**src/rtl/pdm_cic_pkg.sv**
```systemverilog
// rtl/pdm_cic_pkg.sv - shared types, constants and width helper for the PDM CIC decimator
package pdm_cic_pkg;

   typedef enum logic {
      ST_IDLE = 1'b0,
      ST_SEND = 1'b1
   } drain_state_e;

   // Signed level each PDM bit contributes to the first integrator.
   localparam int PDM_LEVEL_HI = 1;
   localparam int PDM_LEVEL_LO = -1;

   function automatic int cic_width(input int order, input int rmax);
      return order * $clog2(rmax) + 2;
   endfunction

endpackage

```
**src/rtl/pdm_cic_decimator_if.sv**
```systemverilog
// rtl/pdm_cic_decimator_if.sv - decimated sample stream with valid/ready handshake
interface pdm_cic_decimator_if #(
   parameter int CH    = 2,
   parameter int OUT_W = 16
);
   localparam int CH_W = (CH > 1) ? $clog2(CH) : 1;

   logic                    out_valid;
   logic                    out_ready;
   logic signed [OUT_W-1:0] out_data;
   logic [CH_W-1:0]         out_ch;

   modport master (output out_valid, out_data, out_ch, input out_ready);
   modport slave  (input out_valid, out_data, out_ch, output out_ready);
endinterface

```
**src/rtl/cic_integrator_chain.sv**
```systemverilog
// rtl/cic_integrator_chain.sv - one channel's cascade of ORDER wrap-around integrators
module cic_integrator_chain
   import pdm_cic_pkg::*;
#(
   parameter int ORDER = 3,
   parameter int W     = 14
) (
   input  logic         clk,
   input  logic         rst,
   input  logic         clr,
   input  logic         step,
   input  logic         pdm_bit,
   output logic [W-1:0] integ_out
);

   logic [W-1:0] acc_q [ORDER];
   logic [W-1:0] acc_d [ORDER];

   // Each stage accumulates the freshly updated value of the stage before it,
   // so the whole cascade advances by exactly one sample per strobe.
   always_comb begin
      acc_d = acc_q;
      if (step) begin
         acc_d[0] = acc_q[0] + (pdm_bit ? W'(PDM_LEVEL_HI) : W'(PDM_LEVEL_LO));
         for (int i = 1; i < ORDER; i++) begin
            acc_d[i] = acc_q[i] + acc_d[i-1];
         end
      end
      if (clr) begin
         acc_d = '{default: '0};
      end
   end

   always_ff @(posedge clk) begin
      if (rst) begin
         acc_q <= '{default: '0};
      end else begin
         acc_q <= acc_d;
      end
   end

   assign integ_out = acc_q[ORDER-1];

endmodule

```
**src/rtl/pdm_cic_decimator.sv**
```systemverilog
// rtl/pdm_cic_decimator.sv - multichannel PDM CIC decimator with shared combs and frame drain FSM
module pdm_cic_decimator
   import pdm_cic_pkg::*;
#(
   parameter int CH    = 2,
   parameter int ORDER = 3,
   parameter int RMAX  = 16,
   parameter int OUT_W = 16
) (
   input  logic                  clk,
   input  logic                  rst,
   input  logic                  en,
   input  logic                  pdm_stb,
   input  logic [CH-1:0]         pdm_in,
   input  logic [$clog2(RMAX):0] dec_r,
   pdm_cic_decimator_if.master   out_if,
   output logic                  overrun
);

   localparam int W    = cic_width(ORDER, RMAX);
   localparam int RW   = $clog2(RMAX) + 1;
   localparam int CH_W = (CH > 1) ? $clog2(CH) : 1;

   function automatic logic [RW-1:0] clamp_r(input logic [RW-1:0] r);
      if (r < RW'(2)) return RW'(2);
      if (r > RW'(RMAX)) return RW'(RMAX);
      return r;
   endfunction

   logic [W-1:0] integ_out [CH];

   for (genvar c = 0; c < CH; c++) begin : g_ch
      cic_integrator_chain #(
         .ORDER (ORDER),
         .W     (W)
      ) u_integ (
         .clk       (clk),
         .rst       (rst),
         .clr       (~en),
         .step      (pdm_stb & en),
         .pdm_bit   (pdm_in[c]),
         .integ_out (integ_out[c])
      );
   end

   logic                    en_prev_q, en_prev_d;
   logic [RW-1:0]           r_q, r_d;
   logic [RW-1:0]           phase_q, phase_d;
   logic                    event_q, event_d;
   logic [W-1:0]            comb_dly_q [CH][ORDER];
   logic [W-1:0]            comb_dly_d [CH][ORDER];
   logic signed [OUT_W-1:0] buf_q [CH];
   logic signed [OUT_W-1:0] buf_d [CH];
   drain_state_e            state_q, state_d;
   logic [CH_W-1:0]         ch_q, ch_d;
   logic                    overrun_q, overrun_d;

   logic          en_rise;
   logic [RW-1:0] r_cur;
   logic          hs, last_hs, load;
   logic [W-1:0]  comb_s;
   logic [W-1:0]  comb_res [CH];

   always_comb begin
      en_rise   = en & ~en_prev_q;
      r_cur     = en_rise ? clamp_r(dec_r) : r_q;
      en_prev_d = en;
      r_d       = r_cur;
      phase_d   = phase_q;
      event_d   = 1'b0;
      if (pdm_stb) begin
         if (phase_q >= r_cur - RW'(1)) begin
            phase_d = '0;
            event_d = 1'b1;
         end else begin
            phase_d = phase_q + RW'(1);
         end
      end

      // Combs run one cycle after the event so they see the integrators
      // already updated with the frame's last sample.
      comb_dly_d = comb_dly_q;
      comb_res   = '{default: '0};
      comb_s     = '0;
      for (int c = 0; c < CH; c++) begin
         comb_s = integ_out[c];
         for (int j = 0; j < ORDER; j++) begin
            if (event_q) begin
               comb_dly_d[c][j] = comb_s;
            end
            comb_s = comb_s - comb_dly_q[c][j];
         end
         comb_res[c] = comb_s;
      end

      hs      = (state_q == ST_SEND) & out_if.out_ready;
      last_hs = hs & (ch_q == CH_W'(CH - 1));
      load    = event_q & ((state_q == ST_IDLE) | last_hs);

      buf_d = buf_q;
      if (load) begin
         for (int c = 0; c < CH; c++) begin
            buf_d[c] = comb_res[c][W-1 -: OUT_W];
         end
      end

      state_d   = state_q;
      ch_d      = ch_q;
      overrun_d = overrun_q & ~en_rise;
      case (state_q)
         ST_IDLE: begin
            if (load) begin
               state_d = ST_SEND;
               ch_d    = '0;
            end
         end
         ST_SEND: begin
            if (last_hs) begin
               state_d = load ? ST_SEND : ST_IDLE;
               ch_d    = '0;
            end else if (hs) begin
               ch_d = ch_q + 1'b1;
            end
         end
         default: state_d = ST_IDLE;
      endcase
      if (event_q & ~load) begin
         overrun_d = 1'b1;
      end

      if (!en) begin
         phase_d    = '0;
         event_d    = 1'b0;
         comb_dly_d = '{default: '0};
         buf_d      = '{default: '0};
         state_d    = ST_IDLE;
         ch_d       = '0;
      end
   end

   always_ff @(posedge clk) begin
      if (rst) begin
         en_prev_q  <= en;
         r_q        <= clamp_r(dec_r);
         phase_q    <= '0;
         event_q    <= 1'b0;
         comb_dly_q <= '{default: '0};
         buf_q      <= '{default: '0};
         state_q    <= ST_IDLE;
         ch_q       <= '0;
         overrun_q  <= 1'b0;
      end else begin
         en_prev_q  <= en_prev_d;
         r_q        <= r_d;
         phase_q    <= phase_d;
         event_q    <= event_d;
         comb_dly_q <= comb_dly_d;
         buf_q      <= buf_d;
         state_q    <= state_d;
         ch_q       <= ch_d;
         overrun_q  <= overrun_d;
      end
   end

   assign out_if.out_valid = (state_q == ST_SEND);
   assign out_if.out_data  = buf_q[ch_q];
   assign out_if.out_ch    = ch_q;
   assign overrun          = overrun_q;

endmodule

```
**src/flat_wrapper.sv**
```systemverilog
// flat-port wrapper written by rule: the top's interface ports become plain ports
module pdm_cic_decimator_flat import pdm_cic_pkg::*;
#(
   parameter int CH    = 2,
   parameter int ORDER = 3,
   parameter int RMAX  = 16,
   parameter int OUT_W = 16
)
  (clk, rst, en, pdm_stb, pdm_in, dec_r, overrun, out_if_out_valid, out_if_out_data, out_if_out_ch, out_if_out_ready);
  pdm_cic_decimator_if #(.CH(CH), .OUT_W(OUT_W)) out_if_i ();
  input  logic clk;
  input  logic rst;
  input  logic en;
  input  logic pdm_stb;
  input  logic [CH-1:0] pdm_in;
  input  logic [$clog2(RMAX):0] dec_r;
  output logic overrun;
  output wire logic [$bits(out_if_i.out_valid)-1:0] out_if_out_valid;
  output wire logic [$bits(out_if_i.out_data)-1:0] out_if_out_data;
  output wire logic [$bits(out_if_i.out_ch)-1:0] out_if_out_ch;
  input wire logic [$bits(out_if_i.out_ready)-1:0] out_if_out_ready;
  assign out_if_out_valid = out_if_i.out_valid;
  assign out_if_out_data = out_if_i.out_data;
  assign out_if_out_ch = out_if_i.out_ch;
  assign out_if_i.out_ready = out_if_out_ready;
  pdm_cic_decimator #(.CH(CH), .ORDER(ORDER), .RMAX(RMAX), .OUT_W(OUT_W)) u_core (.clk(clk), .rst(rst), .en(en), .pdm_stb(pdm_stb), .pdm_in(pdm_in), .dec_r(dec_r), .out_if(out_if_i), .overrun(overrun));
endmodule
```
**config.mk**
```make
export PLATFORM = sky130hd
export DESIGN_NAME = pdm_cic_decimator_flat
export DESIGN_NICKNAME = d
export VERILOG_FILES = /design/src/rtl/pdm_cic_pkg.sv /design/src/rtl/pdm_cic_decimator_if.sv /design/src/rtl/cic_integrator_chain.sv /design/src/rtl/pdm_cic_decimator.sv /design/src/flat_wrapper.sv
export SDC_FILE = /design/constraint.sdc
export NUM_CORES = 1
export LEC_CHECK = 0
export CAP_MARGIN = 20
export CORE_ASPECT_RATIO = 0.6
export CORE_MARGIN = 2
export CORE_UTILIZATION = 60
export DETAILED_ROUTE_END_ITERATION = 6
export PLACE_DENSITY = 0.83
export SLEW_MARGIN = 30
export SYNTH_ARGS = -nofsm -noshare
export SYNTH_HDL_FRONTEND = slang
export SYNTH_SLANG_ARGS = --single-unit
```
**constraint.sdc**
```tcl
create_clock -name clk -period 6.65 [get_ports clk]
set_input_delay 1.6625 -clock clk [delete_from_list [all_inputs] [get_ports clk]]
set_output_delay 1.6625 -clock clk [all_outputs]
set_load 0.01 [all_outputs]
```
==> impl_metrics.py, run 1 <==
metrics = {
    "clock_tree": {
        "postCtsSetupBuffers": 0,
        "cts_htree_levels": 1,
        "clkLatencyLatePin_ps": 520,
        "numClockSinks": 211,
        "cts-root-buf": "sky130_fd_sc_hd__clkbuf_16",
        "number_of_buffers_added_by_the_clock_tree_synthesis_step": 21,
        "postCtsHoldBufs": 0,
        "cts_repair_resized_insts": 0,
        "cts_tree": "done",
        "clockBufferDepth": 3,
        "cts.reportedPaths.clkPinSlew_ps": 60,
    },
    "synth": {
        "syn_inst": 1763,
        "synth_sequential_area_ratio": 0.2858,
        "ys_warnings": 0,
        "async_flop_share": 0,
        "avgSynthCellArea_um2": 8.382,
        "synth-edff-count": 0,
        "synth_largest_type_area_fraction": 0.2858,
        "ys_seq_elements": 211,
        "yosysUniqueCellTypes": 64,
        "synth.largest_area_cell": "sky130_fd_sc_hd__dfxtp_1",
        "synthTopCellsByCount": "sky130_fd_sc_hd__nor2_1 (249), sky130_fd_sc_hd__dfxtp_1 (211), sky130_fd_sc_hd__ha_1 (165), sky130_fd_sc_hd__inv_1 (136), sky130_fd_sc_hd__mux2i_1 (136)",
        "dominantRegCellSynth": "sky130_fd_sc_hd__dfxtp_1",
        "ys_top_cells_by_area": "sky130_fd_sc_hd__dfxtp_1 (29%), sky130_fd_sc_hd__ha_1 (14%), sky130_fd_sc_hd__mux2i_1 (9.2%)",
        "mapped_area_mm2": 0.01478,
        "synth_most_common_cell": "sky130_fd_sc_hd__nor2_1",
    },
    "power_and_ir_drop": {
        "ir_worst_vdd_mv": 0.2146,
        "cellPowerDensity_mw_per_mm2": 338.7,
        "power.static_leakage_nw": 6.466,
    },
    "finish": {
        "drive_above_1_share": 0.04375,
        "growth_of_design_area_from_synthesis_to_finish_pct": 8.611,
        "antenna_diode_instance_count": 0,
        "nets_final": 1958,
    },
    "detailed_routing": {
        "drt-wirelength-per-cell_um": 14.57,
        "route.met3.wl_mm": 1.421,
        "detail_route.wirelength.met1_mm": 15.35,
        "detail-route-antenna-nets": 0,
        "drt-pass1-iter-count": 5,
        "topRoutingLayerUsed": "met4",
        "drt_iter0_drc": 743,
        "postRouteWirelength_mm": 30.67,
        "met2WireLength_mm": 13.53,
        "post-route-drc-count": 0,
        "vias_post_dr": 12019,
        "via_per_inst": 5.710,
    },
    "critical_path": {
        "critPathLaunchType": "input port",
        "timing.critical_path.slowest_stage_cell": "sky130_fd_sc_hd__clkdlybuf4s50_1",
        "end_of_the_worst_register_to_register_path": "u_core.buf_q[15]",
        "path_depth": 24,
        "critical_path.n_buffers_inverters": 2,
        "regToRegSetupSlack_ps": 1240,
        "reg2reg_depth": 24,
        "critPathArrivalTime_ps": 6450,
        "critical_path_peak_fanout": 5,
        "critical_path.max_stage_delay_ps": 500,
        "crit_family": "compound AO/OA/AOI/OAI gates",
        "worstPathRequired_ps": 7040,
        "worstSetupStartpoint": "pdm_in[1]",
        "endpoint_kind": "flip-flop",
        "rr_startpoint": "u_core.g_ch[1].u_integ.integ_out[0]",
        "worstSetupEndpoint": "u_core.g_ch[1].u_integ.integ_out[13]",
        "crit_chain": "clkdlybuf4s50_1 > inv_1 > fa_1 > a21o_1 > a21o_1 > a21oi_1 > o21ai_1 > a21oi_1 > o21bai_1 > a21oi_1 > xnor2_1 > ha_1 > a21o_1 > a41oi_1 > xnor2_1 > ha_1 > nor2b_1 > o21ai_0 > nand2b_1 > a41oi_1 > xnor3_1 > nand3_1 > xor2_1 > nor2_1",
        "worst-setup-path-type": "in -> reg",
    },
    "timing": {
        "timing.final.setup_violations": 0,
        "final_critical_path_setup_slack_ps": 592.5,
        "fin_crit_sh": 0.9109,
        "report.final.hold_viol_count": 0,
        "finClkSkew_ps": 10.62,
        "finalCriticalPeriod_ps": 6057,
        "slew_limit_fails": 0,
        "timing.setup.tns_ps": 0,
        "tightestPinTransition_ps": 929.7,
        "setup_repair_after_global_routing_missed_its_margin": "false",
        "slew_headroom": 0.3802,
        "achievable-frequency_mhz": 165.1,
    },
    "die": {
        "die-width_um": 206.6,
        "num_ports": 31,
        "initial_utilization": 0.6115,
        "die_height_um": 125.6,
        "placeableCoreArea_mm2": 0.02417,
        "die-area_mm2": 0.02594,
        "floorplan.rows": 44,
    },
    "placed_design": {
        "port_buffers": 28,
        "dpl_worst_slack_ps": 61.16,
        "dpl.hpwl_mm": 22.14,
        "globalplace.congestion": 0.8592,
    },
    "outcome": {
        "run_status": "complete, no violations",
    },
    "global_route": {
        "largest_net_degree_at_the_start_of_global_routing": 83,
        "initial_antenna_violation_count": 0,
        "grt_overflow": 0,
        "first_global_vias": 11463,
        "grt_pass1_wl_mm": 52.29,
        "grt.total_usage": 0.2368,
    },
    "min_path": {
        "worstHoldPathType": "reg -> reg",
    },
    "job": {
        "cap_viol_max_count": 0,
    },
}
## cell usage in the layout, fill, tap and decap left out, drive strengths merged, types with 12 or more instances in the layout
master / instances
nor2: 249
dfxtp: 211
ha: 165
inv: 137
mux2i: 136
a21oi: 109
xnor2: 97
nand2: 86
o21ai: 69
nand3: 44
a21o: 43
xor2: 37
nor3: 35
clkbuf: 32
clkdlybuf4s50: 27
nor2b: 27
o21bai: 26
a211oi: 24
buf: 20
mux2: 17
nand2b: 17
o21a: 16
or3: 16
fa: 12
## layer usage
metal  up-vias  GRT usage
met5         -          0
met4         0    0.03908
met3        30    0.04327
met2       188     0.3779
met1      5622     0.3377
li1       6179          -
## worst min-delay path, stage by stage (launching register included)
cell                      delay (ps)
sky130_fd_sc_hd__dfxtp_1         310
sky130_fd_sc_hd__nand2_1          50
sky130_fd_sc_hd__a21oi_1          50
## sequential cells by signal, summed over array words and instances, names as in the netlist
name                           count
u_core.out_if.out_valid            1
u_core.phase_q                     5
u_core.overrun                     1
u_core.g_ch.u_integ.integ_out     28
u_core.g_ch.u_integ.acc_q         56
u_core.r_q                         5
u_core.buf_q                      28
u_core.en_prev_q                   1
u_core.event_q                     1
u_core.comb_dly_q                 84
u_core.out_if.out_ch               1
## logic make-up after synthesis
family,Yosys count,synth area share
xor+xnor,136,0.08246
simple gates,517,0.1582
mux,153,0.1051
buf+inv,203,0.05207
flops,211,0.2858
fa+ha+maj,177,0.1560
compound gates,365,0.1601
other cells,1,0.0002538
## per-stage QoR
step	cells	power, mW	hold WS [ps]	utilization	cell area, µm²
global route	2105	5.883	472.3	0.6641	16050
CTS	2105	5.439	451.9	0.6640	16050
finish	2105	5.437	451.8	0.6641	16050
floorplan	1764	3.715	424.4	-	14780
detailed placement	2068	4.213	444.9	0.6359	15370
global placement	2068	4.120	437.6	0.6358	15370
## where the power goes
group | total, mW | internal [mW] | switching, mW
Combinational | 2.89 | 1.29 | 1.60
Sequential | 1.34 | 1.31 | 0.0386
Clock | 1.20 | 0.687 | 0.514
## how the worst min path moves through the flow
| stage | from | end | slack (ps) | cells after the start |
|---|---|---|---|---|
| finish | u_core.buf_q[13] | u_core.buf_q[13] | 450 | 2 |
| global placement | u_core.buf_q[13] | u_core.buf_q[13] | 440 | 2 |
| global route | u_core.buf_q[13] | u_core.buf_q[13] | 470 | 2 |
| detailed placement | u_core.buf_q[13] | u_core.buf_q[13] | 440 | 2 |
| CTS | u_core.buf_q[13] | u_core.buf_q[13] | 450 | 2 |
| floorplan | u_core.r_q[4] | u_core.r_q[4] | 420 | 2 |
## cell type report
| cell class | instances | area, µm² |
|---|---|---|
| inverter | 138 | 518.0 |
| fill | 1928 | 8118 |
| clock buffer | 32 | 626.9 |
| multi-input combinational | 1350 | 9801 |
| tap | 322 | 402.9 |
| clock inverter | 5 | 50.05 |
| sequential | 211 | 4228 |
| timing repair buffer | 47 | 424.2 |
Note: power is estimated with default switching activity, not from simulation.
==> run 2: changes to the inputs <==
--- a/config.mk
+++ b/config.mk
@@ -10,7 +10,7 @@
 export CORE_MARGIN = 2
 export CORE_UTILIZATION = 60
 export DETAILED_ROUTE_END_ITERATION = 6
-export PLACE_DENSITY = 0.83
+export PLACE_DENSITY = 0.77
 export SLEW_MARGIN = 30
 export SYNTH_ARGS = -nofsm -noshare
 export SYNTH_HDL_FRONTEND = slang
==> run 2 against run 1 <==
Clock power about the same; cell area hardly changed; first-iteration DRC count decreased by 26%.
==> impl_metrics.py, run 2 (synthesized netlist as in run 1, its figures left out) <==
metrics = {
    "min_path": {
        "worstHoldStart": "u_core.buf_q[13]",
        "worstHoldPathType": "reg -> reg",
        "hold-path-cell-count": 2,
        "worstHoldEndpoint": "u_core.buf_q[13]",
    },
    "clock_tree": {
        "cts_repair_resized_insts": 0,
        "clockBufferDepth": 3,
        "cts.reportedPaths.clkPinSlew_ps": 70,
        "cts_htree_levels": 1,
        "clkLatencyLatePin_ps": 510,
        "cts-root-buf": "sky130_fd_sc_hd__clkbuf_16",
        "postCtsHoldBufs": 0,
        "number_of_buffers_added_by_the_clock_tree_synthesis_step": 21,
        "cts_tree": "done",
        "numClockSinks": 211,
        "postCtsSetupBuffers": 0,
    },
    "power_and_ir_drop": {
        "share_seq_of_total_power": 0.246,
        "power_switching_mw": 2.164,
        "power.share.combinational": 0.530,
        "cellInternalPower_mw": 3.302,
        "power_switching_share": 0.3959,
        "power.static_leakage_nw": 6.459,
        "ir_worst_vdd_mv": 0.2272,
        "cellPowerDensity_mw_per_mm2": 340.5,
        "p_clk_frac": 0.224,
    },
    "placed_design": {
        "port_buffers": 28,
        "globalplace.congestion": 0.8381,
        "dpl.hpwl_mm": 21.88,
        "placed_cells_incl_taps": 2066,
    },
    "finish": {
        "drive_above_1_share": 0.04326,
        "layout.cells.most_common": "sky130_fd_sc_hd__nor2_1",
        "filler_free_cell_count_of_the_finished_design": 2102,
        "largest_reg_flops": 84,
        "growth_of_design_area_from_synthesis_to_finish_pct": 8.628,
        "nets_final": 1956,
        "fillCellCount": 1990,
        "antenna_diode_instance_count": 0,
        "registers.top_by_ff_count": "u_core.comb_dly_q",
        "largestRegisters": "u_core.comb_dly_q x84, u_core.g_ch.u_integ.acc_q x56",
        "layout_common_cells": "sky130_fd_sc_hd__nor2_1 (249), sky130_fd_sc_hd__dfxtp_1 (210), sky130_fd_sc_hd__ha_1 (165)",
    },
    "timing": {
        "finalCriticalPeriod_ps": 6190,
        "fin_crit_sh": 0.9308,
        "slew_headroom": 0.4546,
        "finClkSkew_ps": 9.630,
        "timing.final.setup_violations": 0,
        "tightestPinTransition_ps": 818.0,
        "slew_limit_fails": 0,
        "achievable-frequency_mhz": 161.6,
        "whs_ps": 475.4,
        "report.final.hold_viol_count": 0,
        "setup_repair_after_global_routing_missed_its_margin": "false",
    },
    "die": {
        "num_ports": 31,
        "die-width_um": 206.6,
        "placeableCoreArea_mm2": 0.02417,
        "initial_utilization": 0.6115,
        "die-area_mm2": 0.02594,
        "die_height_um": 125.6,
        "floorplan.rows": 44,
    },
    "global_route": {
        "grt_pass1_wl_mm": 52.21,
        "grt_overflow": 0,
        "initial_antenna_violation_count": 0,
        "largest_net_degree_at_the_start_of_global_routing": 94,
        "first_global_vias": 11335,
        "grt.total_usage": 0.2366,
    },
    "detailed_routing": {
        "drt_iter0_drc": 547,
        "via_per_inst": 5.644,
        "detail-route-antenna-nets": 0,
        "drt-wirelength-per-cell_um": 14.58,
        "drt-pass1-iter-count": 5,
        "postRouteWirelength_mm": 30.64,
        "post-route-drc-count": 0,
        "vias_post_dr": 11864,
    },
    "critical_path": {
        "worst-setup-path-type": "in -> reg",
        "critPathLaunchType": "input port",
        "endpoint_kind": "flip-flop",
        "end_of_the_worst_register_to_register_path": "u_core.buf_q[15]",
        "critPathArrivalTime_ps": 6560,
        "reg2reg_depth": 24,
        "worstPathRequired_ps": 7020,
        "rr_startpoint": "u_core.g_ch[1].u_integ.integ_out[0]",
        "regToRegSetupSlack_ps": 1360,
        "critical_path_peak_fanout": 5,
    },
    "outcome": {
        "run_status": "complete, no violations",
    },
    "job": {
        "cap_viol_max_count": 0,
    },
}
==> run 2: cell types whose count changed in the layout (fill, tap and decap cells not counted), moves of 2 or more <==
cell	before	now
sky130_fd_sc_hd__clkbuf_1	5	3
sky130_fd_sc_hd__clkbuf_8	6	1
sky130_fd_sc_hd__buf_4	19	17
sky130_fd_sc_hd__bufinv_16	1	3
sky130_fd_sc_hd__clkinv_2	4	8
==> run 2: final cells by class <==
class,instances,area [µm²],share of cell area
Timing Repair Buffer,45,409.1,0.02549
Multi-Input combinational cell,1350,9814,0.6114
Inverter,138,518.0,0.03227
Sequential cell,211,4228,0.2634
Clock inverter,11,130.1,0.008106
Tap cell,322,402.9,0.02510
Clock buffer,25,550.5,0.03429
==> run 2: per-stage QoR <==
stage	worst slack (ps)	area [µm²]	total power, mW	util	TNS (ps)
detailed placement	-7.842	15360	4.216	0.6355	-7.842
CTS	504.4	16040	5.471	0.6637	0
global placement	59.01	15350	4.135	0.6353	0
floorplan	826.2	14780	3.715	-	0
finish	460.0	16050	5.466	0.6642	0
global route	94.83	16050	5.906	0.6642	0
==> run 2: critical path, cell delays in order <==
cell	delay, ps
sky130_fd_sc_hd__clkdlybuf4s50_1	500
sky130_fd_sc_hd__inv_1	140
sky130_fd_sc_hd__fa_1	470
sky130_fd_sc_hd__a21o_1	180
sky130_fd_sc_hd__a21o_1	200
sky130_fd_sc_hd__xor2_1	160
sky130_fd_sc_hd__ha_1	340
sky130_fd_sc_hd__a21boi_1	220
sky130_fd_sc_hd__o21ai_1	120
sky130_fd_sc_hd__a21boi_1	250
sky130_fd_sc_hd__o21ai_1	110
sky130_fd_sc_hd__a21boi_1	250
sky130_fd_sc_hd__o21ai_1	130
sky130_fd_sc_hd__nor2b_1	150
sky130_fd_sc_hd__xnor2_1	200
sky130_fd_sc_hd__ha_1	300
sky130_fd_sc_hd__a21oi_1	140
sky130_fd_sc_hd__nor2b_1	50
sky130_fd_sc_hd__o21ai_0	130
sky130_fd_sc_hd__nand2b_1	70
sky130_fd_sc_hd__a41oi_1	210
sky130_fd_sc_hd__xnor3_1	240
sky130_fd_sc_hd__nand3_1	100
sky130_fd_sc_hd__xor2_1	150
sky130_fd_sc_hd__nor2_1	50
==> run 2: metal layers <==
metal / track usage / part of all wire / vias up
met4: 0.03908 / 0.014 / 0
li1: - / - / 6130
met2: 0.3764 / 0.43 / 189
met5: 0 / 0 / -
met3: 0.04119 / 0.044 / 33
met1: 0.3398 / 0.51 / 5512
==> run 2: power groups by stage <==
stage | registers, mW | logic, mW | clock network [mW]
after floorplan | 1.36 | 2.35 | 0
after global placement | 1.37 | 2.76 | 0
after detailed placement | 1.37 | 2.84 | 0
after CTS | 1.35 | 2.87 | 1.25
after global routing | 1.35 | 3.26 | 1.29
final | 1.34 | 2.89 | 1.23
==> run 2: worst max-delay path by stage <==
stage                         start                                   end  slack [ps]  cells past startpoint
after floorplan           pdm_in[1]  u_core.g_ch[1].u_integ.integ_out[13]         830                     23
after CTS                 pdm_in[1]  u_core.g_ch[1].u_integ.integ_out[13]         500                     25
final                     pdm_in[1]  u_core.g_ch[1].u_integ.integ_out[13]         460                     25
after detailed placement  pdm_in[1]  u_core.g_ch[1].u_integ.integ_out[13]          -8                     25
after global placement    pdm_in[1]  u_core.g_ch[1].u_integ.integ_out[13]          60                     24
after global routing      pdm_in[1]  u_core.g_ch[1].u_integ.integ_out[13]          90                     25
==> run 3: changes to the inputs <==
--- a/config.mk
+++ b/config.mk
@@ -8,9 +8,9 @@
 export CAP_MARGIN = 20
 export CORE_ASPECT_RATIO = 0.6
 export CORE_MARGIN = 2
-export CORE_UTILIZATION = 60
+export CORE_UTILIZATION = 65
 export DETAILED_ROUTE_END_ITERATION = 6
-export PLACE_DENSITY = 0.77
+export PLACE_DENSITY = 0.83
 export SLEW_MARGIN = 30
 export SYNTH_ARGS = -nofsm -noshare
 export SYNTH_HDL_FRONTEND = slang
==> constraint.sdc (replaced) <==
create_clock -name clk -period 8 [get_ports clk]
set_input_delay 2 -clock clk [delete_from_list [all_inputs] [get_ports clk]]
set_output_delay 2 -clock clk [all_outputs]
set_load 0.01 [all_outputs]
==> run 3 against run 2 <==
Clock-buffer cell count up 8; die area is 7.5% lower; final cell count decreased by 0.95%; largest power group unchanged.
==> impl_metrics.py, run 3 (synthesized netlist as in run 1, its figures left out) <==
metrics = {
    "outcome": {
        "run_status": "complete, no violations",
    },
    "power_and_ir_drop": {
        "cellInternalPower_mw": 2.762,
        "power_switching_mw": 1.826,
        "power_switching_share": 0.3980,
        "share_seq_of_total_power": 0.244,
        "power.static_leakage_nw": 6.438,
        "power.share.combinational": 0.529,
        "power_total_mw": 4.587,
        "p_clk_frac": 0.227,
        "ir_worst_vdd_mv": 0.1950,
        "cellPowerDensity_mw_per_mm2": 286.6,
    },
    "finish": {
        "growth_of_design_area_from_synthesis_to_finish_pct": 8.314,
        "layout.cells.most_common": "sky130_fd_sc_hd__nor2_1",
        "area_of_the_multi_input_gates_mm2": 0.009801,
        "antenna_diode_instance_count": 0,
        "nets_final": 1948,
        "drive_above_1_share": 0.03890,
        "largestRegisters": "u_core.comb_dly_q x84, u_core.g_ch.u_integ.acc_q x56",
        "area.sequential_mm2": 0.004228,
        "final_area_mm2": 0.01601,
        "final_core_utilization": 0.7218,
        "fillCellCount": 1715,
        "largest_reg_flops": 84,
        "layout_common_cells": "sky130_fd_sc_hd__nor2_1 (249), sky130_fd_sc_hd__dfxtp_1 (210), sky130_fd_sc_hd__ha_1 (165)",
        "registers.top_by_ff_count": "u_core.comb_dly_q",
    },
    "global_route": {
        "first_global_vias": 11609,
        "initial_antenna_violation_count": 0,
        "largest_net_degree_at_the_start_of_global_routing": 144,
        "grt_overflow": 0,
        "grt.total_usage": 0.2675,
        "grt_pass1_wl_mm": 53.92,
    },
    "clock_tree": {
        "postCtsHoldBufs": 0,
        "clockBufferDepth": 3,
        "cts.reportedPaths.clkPinSlew_ps": 60,
        "number_of_buffers_added_by_the_clock_tree_synthesis_step": 22,
        "postCtsSetupBuffers": 0,
        "cts_tree": "done",
        "cts_repair_resized_insts": 0,
        "numClockSinks": 211,
        "cts_htree_levels": 1,
        "clkLatencyLatePin_ps": 510,
        "cts-root-buf": "sky130_fd_sc_hd__clkbuf_16",
    },
    "critical_path": {
        "critPathLaunchType": "input port",
        "critical_path.max_stage_delay_ps": 560,
        "worstPathRequired_ps": 8390,
        "crit_path_frequent_cell": "sky130_fd_sc_hd__a21boi_1",
        "endpoint_kind": "flip-flop",
        "crit_chain": "clkdlybuf4s50_1 > inv_1 > fa_1 > a21o_1 > a21oi_1 > xnor2_1 > ha_1 > a21boi_1 > o21ai_1 > a21boi_1 > o21ai_1 > a21boi_1 > nor2_1 > ha_1 > o41ai_1 > o21ai_0 > a31oi_1 > xor2_1 > nand3_1 > mux2i_1",
        "path_depth": 20,
        "critPathArrivalTime_ps": 7110,
        "reg2reg_depth": 24,
        "worst-setup-path-type": "in -> reg",
        "crit_family": "compound AO/OA/AOI/OAI gates",
        "timing.critical_path.slowest_stage_cell": "sky130_fd_sc_hd__o41ai_1",
        "critical_path.n_buffers_inverters": 2,
        "critical_path_peak_fanout": 14,
    },
    "timing": {
        "timing.final.setup_violations": 0,
        "timing.setup.tns_ps": 0,
        "achievable-frequency_mhz": 148.9,
        "report.final.hold_viol_count": 0,
        "finalCriticalPeriod_ps": 6718,
        "fin_crit_sh": 0.8397,
        "slew_headroom": 0.4840,
        "finClkSkew_ps": 10.21,
        "slew_limit_fails": 0,
        "setup_repair_after_global_routing_missed_its_margin": "false",
        "tightestPinTransition_ps": 774.1,
    },
    "placed_design": {
        "globalplace.congestion": 0.8483,
        "port_buffers": 28,
        "dpl.hpwl_mm": 22.37,
        "dpl_cell_area_mm2": 0.01528,
    },
    "die": {
        "die-area_mm2": 0.02400,
        "floorplan.rows": 42,
        "initial_utilization": 0.6664,
        "placeableCoreArea_mm2": 0.02218,
        "die-width_um": 198.7,
        "die_height_um": 120.8,
        "num_ports": 31,
    },
    "detailed_routing": {
        "postRouteWirelength_mm": 31.62,
        "drt_iter0_drc": 723,
        "post-route-drc-count": 0,
        "drt-pass1-iter-count": 5,
        "via_per_inst": 5.806,
        "vias_post_dr": 12088,
        "drt-wirelength-per-cell_um": 15.19,
        "detail-route-antenna-nets": 0,
    },
    "min_path": {
        "hold-path-cell-count": 2,
        "worstHoldPathType": "reg -> reg",
    },
    "job": {
        "cap_viol_max_count": 0,
    },
}
==> run 3: final timing paths <==
kind | from | end | slack [ps]
worst max-delay path | pdm_in[0] | u_core.g_ch[0].u_integ.integ_out[13] | 1280
worst min-delay path | u_core.buf_q[24] | u_core.buf_q[24] | 460
worst max register to register | u_core.g_ch[1].u_integ.integ_out[0] | u_core.buf_q[15] | 2650
worst min register to register | u_core.buf_q[24] | u_core.buf_q[24] | 460
==> run 3: layer usage <==
layer  GRT usage  vias up  part of all wire
li1            -     6152                 -
met1      0.3789     5659              0.48
met2      0.4316      229              0.45
met3     0.03459       48             0.050
met4     0.06716        0             0.018
met5           0        -                 0
==> run 3: final cells by class <==
| class | count | area share |
|---|---|---|
| inverters | 138 | 0.03236 |
| repair buffers | 36 | 0.02212 |
| flip-flops and latches | 211 | 0.2641 |
| well taps | 308 | 0.02408 |
| multi-input cells | 1350 | 0.6123 |
| clock buffers | 33 | 0.04143 |
| clock inverters | 6 | 0.003596 |
==> run 3: power by group through the flow <==
stage | Combinational [mW] | Clock (mW) | Sequential (mW)
2_1_floorplan | 1.96 | 0 | 1.13
3_3_place_gp | 2.28 | 0 | 1.14
3_5_place_dp | 2.37 | 0 | 1.14
4_1_cts | 2.41 | 1.05 | 1.12
5_1_grt | 2.71 | 1.10 | 1.12
6_report | 2.43 | 1.04 | 1.12
==> run 3: tightest hold or removal path: stages, from the launching register on <==
cell and delay (ps):
sky130_fd_sc_hd__dfxtp_1 310, sky130_fd_sc_hd__nand2_1 50, sky130_fd_sc_hd__a21oi_1 50
==> run 3: through the flow <==
| step | cells | setup slack [ps] | hold WS [ps] |
|---|---|---|---|
| 2_1_floorplan | 1764 | 1839 | 424.4 |
| 3_3_place_gp | 2043 | 1073 | 436.0 |
| 3_5_place_dp | 2043 | 876.1 | 443.7 |
| 4_1_cts | 2082 | 1380 | 452.8 |
| 5_1_grt | 2082 | 778.8 | 482.3 |
| 6_report | 2082 | 1282 | 455.0 |
